**src/rtl/tmr0_peripheral.sv**
```systemverilog
// tmr0_peripheral: Timer0 responder on the core's external peripheral bus.
// It holds TMR0 and OPTION_REG and serves reads and writes for both.
// It counts instruction cycles, or an optional external clock, through an
// 8-bit prescaler, and pulses t0if_set when TMR0 overflows.
// Optional feature macro: TMR0_EXT_CLOCK_EN adds the t0cki pin with a
// synchronizer and an edge detector. When the macro is undefined, T0CS=1
// selects a source that never fires.
module tmr0_peripheral #(
    parameter logic [7:0] TMR0_RESET   = 8'h00,
    parameter logic [7:0] OPTION_RESET = 8'hFF
) (
    input  logic       clk,
    input  logic       rst,
    input  logic [8:0] periph_addr,
    input  logic [7:0] periph_data_in,
    input  logic       periph_wr_en,
    output logic [7:0] periph_data_out,
    input  logic       tcy_tick,
`ifdef TMR0_EXT_CLOCK_EN
    input  logic       t0cki,
`endif
    output logic       t0if_set
);

    logic [7:0] tmr0_q, tmr0_d;
    logic [7:0] option_q, option_d;
    logic [7:0] psc_q, psc_d;
    logic [1:0] inh_q, inh_d;
    logic       t0if_q, t0if_d;

    logic       tmr0_sel, option_sel;
    logic       tmr0_wr, option_wr;
    logic       ext_event, src_event;
    logic [7:0] psc_inc;
    logic [2:0] ps;
    logic       psc_edge;
    logic       inc, count_en;

    // Bit 8 selects the bank pair and is a don't-care for both registers.
    assign tmr0_sel   = (periph_addr ==? 9'b?_0000_0001);
    assign option_sel = (periph_addr ==? 9'b?_1000_0001);
    assign tmr0_wr    = periph_wr_en & tmr0_sel;
    assign option_wr  = periph_wr_en & option_sel;

`ifdef TMR0_EXT_CLOCK_EN
    logic sync1_q, sync2_q, edge_q;

    // Two-flop synchronizer for t0cki, followed by one flop that holds
    // the previous synchronized level for edge detection.
    always_ff @(posedge clk or posedge rst) begin
        if (rst) begin
            sync1_q <= 1'b0;
            sync2_q <= 1'b0;
            edge_q  <= 1'b0;
        end else begin
            sync1_q <= t0cki;
            sync2_q <= sync1_q;
            edge_q  <= sync2_q;
        end
    end

    // T0SE=1 selects the falling edge; T0SE=0 selects the rising edge.
    assign ext_event = option_q[4] ? (edge_q & ~sync2_q) : (~edge_q & sync2_q);
`else
    assign ext_event = 1'b0;
`endif

    assign src_event = option_q[5] ? ext_event : tcy_tick;
    assign psc_inc   = psc_q + 8'd1;
    assign ps        = option_q[2:0];
    // The selected prescaler bit falling from 1 to 0 gives a 2^(PS+1) ratio.
    assign psc_edge  = psc_q[ps] & ~psc_inc[ps];

    // Next-state logic. A TMR0 write has priority over a same-edge increment.
    always_comb begin
        psc_d    = psc_q;
        inh_d    = inh_q;
        tmr0_d   = tmr0_q;
        t0if_d   = 1'b0;
        option_d = option_q;
        inc      = 1'b0;

        if (src_event) begin
            if (option_q[3]) begin
                inc = 1'b1;
            end else begin
                psc_d = psc_inc;
                inc   = psc_edge;
            end
        end

        if (tcy_tick && (inh_q != 2'd0)) begin
            inh_d = inh_q - 2'd1;
        end

        count_en = inc && (inh_q == 2'd0);

        if (tmr0_wr) begin
            tmr0_d = periph_data_in;
            psc_d  = 8'd0;
            inh_d  = 2'd2;
        end else if (count_en) begin
            tmr0_d = tmr0_q + 8'd1;
            t0if_d = (tmr0_q == 8'hFF);
        end

        if (option_wr) begin
            option_d = periph_data_in;
        end
    end

    // State registers. Reset drops any partial prescale count.
    always_ff @(posedge clk or posedge rst) begin
        if (rst) begin
            tmr0_q   <= TMR0_RESET;
            option_q <= OPTION_RESET;
            psc_q    <= 8'd0;
            inh_q    <= 2'd0;
            t0if_q   <= 1'b0;
        end else begin
            tmr0_q   <= tmr0_d;
            option_q <= option_d;
            psc_q    <= psc_d;
            inh_q    <= inh_d;
            t0if_q   <= t0if_d;
        end
    end

    // Read mux: combinational, with no side effects; unmapped addresses read as zero.
    always_comb begin
        periph_data_out = 8'h00;
        if (tmr0_sel) begin
            periph_data_out = tmr0_q;
        end else if (option_sel) begin
            periph_data_out = option_q;
        end
    end

    assign t0if_set = t0if_q;

endmodule

```
**config.mk**
```make
export PLATFORM = sky130hd
export DESIGN_NAME = tmr0_peripheral
export DESIGN_NICKNAME = d
export VERILOG_FILES = /design/src/rtl/tmr0_peripheral.sv
export SDC_FILE = /design/constraint.sdc
export NUM_CORES = 1
export LEC_CHECK = 0
export ABC_AREA = 1
export CORE_MARGIN = 1
export CORE_UTILIZATION = 45
export DETAILED_ROUTE_END_ITERATION = 12
export GPL_TIMING_DRIVEN = 0
export PLACE_DENSITY = 0.75
export SKIP_CTS_REPAIR_TIMING = 1
export SYNTH_ARGS = -nofsm -noshare
export SYNTH_HDL_FRONTEND = slang
export SYNTH_SLANG_ARGS = --single-unit
export TNS_END_PERCENT = 10
```
**constraint.sdc**
```tcl
create_clock -name clk -period 1.7 [get_ports clk]
set_input_delay 0.34 -clock clk [delete_from_list [all_inputs] [get_ports clk]]
set_output_delay 0.34 -clock clk [all_outputs]
set_load 0.1 [all_outputs]
```
# After elaboration in Yosys (flattened, before gate mapping)
# Cells that the tools add are included.
# Widths: inputs -> output; s select.
# totals
regBits	27
latch_bits	0
ram_bits	0
romBits	0
in_bits	21
output_inout_bits	9
wordCells	43
mem_count	0
# op_classes
add_sub_neg	3
multipliers	0
div	0
n_lt_le_gt_ge	1
n_eq_ne	4
shift	0
n_mux	18
bitwise	4
reduce_logical	8
# ops
op	n
$mux 8	7
$add 8x1->8 const B	2
$eq 8x8->1 const B	2
$eq 8x1->1 const B	1
$reduce_bool 2->1	4
$mux 1	7
$bmux 1 s3	2
$lt 3x4->1 const B	1
$mux 2	2
$and 1x1->1	3
$logic_and 1x1->1	2
$logic_not 2->1	1
$ne 2x1->1 const B	1
$reduce_and 2->1	1
$sub 2x1->2 const B	1
$not 1->1	1

# Logic depth before layout (Yosys ltp)
# depth
ltp_word	10
depth_mapped	14

# Least setup slack after synthesis
# Ideal clock, no wire load.
# synth_path
path_type	input -> output
from	input port periph_addr[1]
to	output port periph_data_out[0]
arrival_time_ns	3.164
t_required_ns	1.360
setup_slack_ns	-1.804
path_stages	3
cell_sequence	nor4_4 -> nand3_2 -> o21ai_0
# synth_between
elab_chain_len	3
elab_cells_between_ends	4
# synth_lines
item	line	rtl
start, declared	14	input logic [8:0] periph_addr,
$eq 8x8->1	41	assign option_sel = (periph_addr ==? 9'b?_1000_0001);
$mux 8	134	end else if (option_sel) begin
$mux 8 (*)	132	if (tmr0_sel) begin
end, declared	17	output logic [7:0] periph_data_out,
# Mark *: on every way between the ends. The rest lies on a longest branch, timed or not.

# Worst setup path in the final report
# layout_path
from	register option_q[0]
to	output port periph_data_out[0]
# layout_between
elab_chain_len	2
# layout_lines
item	line	rtl
start, declared	26	logic [7:0] option_q, option_d;
start signal, assigned	122	option_q <= option_d;
$mux 8	134	
$mux 8	132	
# Every way passes these cells.

==> metrics.md <==
| Metric | Value |
|---|---|
| First-pass GRT wire length | `6.91 mm` |
| Die Y | `63.1 um` |
| Arrival time worst endpoint | `1.51 ns` |
| Syn Area/Cell | `7.52 um2` |
| Simple-gate portion of the synthesized area | `0.309` |
| Mapped cell area | `1680 um2` |
| Main combinational cell family by area after synthesis | `simple AND/OR/NAND/NOR gates` |
| Slowest stage delay, CP | `0.57 ns` |
| Largest area contributor in the netlist | `dfrtp_1` |
| Drt total wl | `4.49 mm` |
| Cells after synthesis | `223` |
| Yosys reg bits | `27` |
| Crit end category | `output pin` |
| PD cells | `724 nW/um2` |
| Pin count of the biggest net entering global routing | `28` |
| DR pass1 iterations | `4` |
| Core ar. | `3440 um2` |
| TritonCTS clock tree | `yes` |
| Worst Hold Class | `flip-flop to flip-flop` |
| Critical Path RT | `1.36 ns` |
| Antenna violations before repair | `0` |
| Net count reported at finish | `292` |
| Fraction of layout cells with a size suffix above 1 | `0.273` |
| Most used cell along the critical path | `buf_12` |
| Yosys warnings | `0` |
| Total gr overflow | `0` |
| Post-synthesis compound-gate area fraction | `0.149` |
| Post-Synth Adder-Cell Area | `0.0224` |
| TritonCTS Buffers | `3` |
| Critical path type | `flip-flop to output pin` |
| Post-DP HPWL | `3.02 mm` |
| Seq/Total Area, Yosys | `0.409` |
| Max Clk Rate | `0.541 GHz` |
| Root Buffer | `clkbuf_8` |
| N_diodes | `0` |
| Synth unique cells | `27` |
| Row cnt | `21` |
| Outcome | `finished with violations` |
| Synth top area share | `0.283` |
| Clock slew at reported path FFs | `0.11 ns` |
| Final setup fails | `16` |
| Clk_lat worst skew | `0.28 ns` |
| Placed Area | `2120 um2` |
| Critical path's slowest cell | `dfstp_2` |
| Crit path time final | `1.85 ns` |
| PortBufs | `28` |
| Max Fanout on Critical Path | `6` |
| Setup ws final | `-0.149 ns` |
| Mux contribution to synthesized area | `0.00597` |
| Clock sinks | `27` |
| Die Wd | `63.1 um` |
| Xor and xnor fraction of the mapped netlist area | `0.0261` |
| Io pins | `30` |
| Hold Slack | `0.541 ns` |
| DR vias | `1,681` |
| Lkg Pwr | `1.11 nW` |
| Least-Margin Pin Slew | `1.04 ns` |
| DR vias/cell | `5.37` |
| Drt wl/cell | `14.3 um` |
| Synth-to-layout area growth | `45.9%` |
| First DRT Iteration DRCs | `117` |
| Unrepaired setup endpoints after global routing | `true` |
| Cell Chain, Critical Path | `clkinvlp_4 > buf_12 > o21ai_4 > buf_12` |
| Failing checks | `negative setup slack` |
| Post-DRT Antenna Nets | `0` |
| Die area | `3980 um2` |
| Clk_skew | `0.0152 ns` |
| Vias in the first global route | `1,574` |
| Clk buf depth | `2` |
| Drc violations | `0` |
| Syn_nets | `247` |
| Critical Path Start Type | `flip-flop` |
| Final Cycle Share | `1.09` |
| Final Max Slew Viols | `0` |
| Max transition margin | `0.305` |
| Top cells by area, synth | `dfrtp_1 28%, nand2_1 13%, dfstp_2 13%` |
| Total GRT Usage | `0.215` |
| Max cap viols | `0` |
| Initial core utilization | `0.487` |
| Peak VDD IR | `0.587 mV` |
| Finished Cell Area | `2450 um2` |
| Hold Vio Cnt, Final | `0` |
| RD Place Congestion | `0.842` |
| H-tree levels | `1` |
==> area by class of cell <==
cell class	count	area, um2
Multi-Input combinational cell	166	1070
Fill cell	248	993
Inverter	29	113
Clock buffer	3	41.3
Sequential cell	27	688
Timing Repair Buffer	38	447
Buffer	3	23.8
Tap cell	46	57.6
Clock inverter	1	7.51
==> worst paths after layout <==
| kind | cells past startpoint | end | from | slack, ns |
|---|---|---|---|---|
| max | 4 | periph_data_out[0] | option_q[0] | -0.15 |
| min reg2reg | 1 | psc_q[0] | psc_q[0] | 0.54 |
| max in group asynchronous | 2 | psc_q[1] | rst | 0.41 |
| min | 1 | psc_q[0] | psc_q[0] | 0.54 |
| max reg2reg | 10 | tmr0_q[4] | option_q[0] | -0.06 |
| min in group asynchronous | 2 | psc_q[5] | rst | 0.60 |
==> registers in the layout, summed over array words and instances (netlist names) <==
name	count
psc_q	8
tmr0_q	8
option_q	8
inh_q	2
t0if_set	1
==> metal layers <==
metal	vias to the layer above	wire, um	track usage
li1	842	-	-
met1	804	1970	0.271
met2	33	2370	0.387
met3	2	137	0.0326
met4	0	17	0.0378
met5	-	0	0
==> cells in the mapped netlist <==
master,n
nor2_4,1
nor4_4,2
nor3_1,2
dfstp_2,8
clkbuf_1,1
inv_2,1
o21bai_1,1
nand2_1,57
o21ai_0,15
xor2_1,3
o22ai_1,10
nand2_2,2
mux2i_1,1
and2_1,4
xnor2_1,2
nand4_1,1
a21oi_1,6
dfrtp_1,19
nor2_1,10
o211ai_1,2
o21ai_1,12
buf_6,1
inv_1,28
buf_4,1
nand3_1,28
nand3_2,2
ha_1,3
==> report_power, final <==
group	leakage (nW)	internal, W	switching (W)	total, W
combinational	0.778	0.000246	0.000297	0.000542
clock	0.0217	0.000167	0.000220	0.000387
sequential	0.312	0.000752	0.0000922	0.000844
total	1.11	0.00116	0.000609	0.00177
==> cell usage in the layout, fill, tap and decap left out, types with 3 or more instances in the layout <==
cell type	netlist	final
a21oi_1	6	6
and2_1	4	4
buf_12	0	9
buf_4	1	10
buf_6	1	4
clkbuf_2	0	3
clkbuf_8	0	3
clkdlybuf4s50_1	0	11
dfrtp_1	19	17
dfstp_2	8	8
inv_1	28	26
nand2_1	57	52
nand2_2	2	6
nand3_1	28	27
nand3_4	0	3
nor2_1	10	8
o21ai_0	15	10
o21ai_1	12	11
o21ai_4	0	5
o22ai_1	10	7
o22ai_4	0	3
xor2_1	3	3
==> critical path: cells and delay by family (launching register included) <==
kind | cells | cell delay [ns]
flops | 1 | 0.57
compound gates | 1 | 0.16
buf+inv | 3 | 0.49
==> cell families after synthesis <==
group | count (synthesis)
adders and majority gates | 3
muxes | 1
and+or+nand+nor | 109
DFF | 27
AOI/OAI and AO/OA | 46
buffers and inverters | 32
xor gates and xnor gates | 5
==> through the flow <==
stage	instances	setup TNS [ns]	utilization	power (W)	worst slack, ns
CTS	301	-23.91	0.630	0.00170	-1.73
floorplan	223	-3.04	-	0.00118	-0.397
global route	313	-2.78	0.711	0.00190	-0.203
detailed placement	297	-31.59	0.616	0.00132	-1.74
global placement	297	-30.94	0.616	0.00131	-1.72
finish	313	-1.32	0.711	0.00177	-0.149
Power figures use the tool's default switching activity.
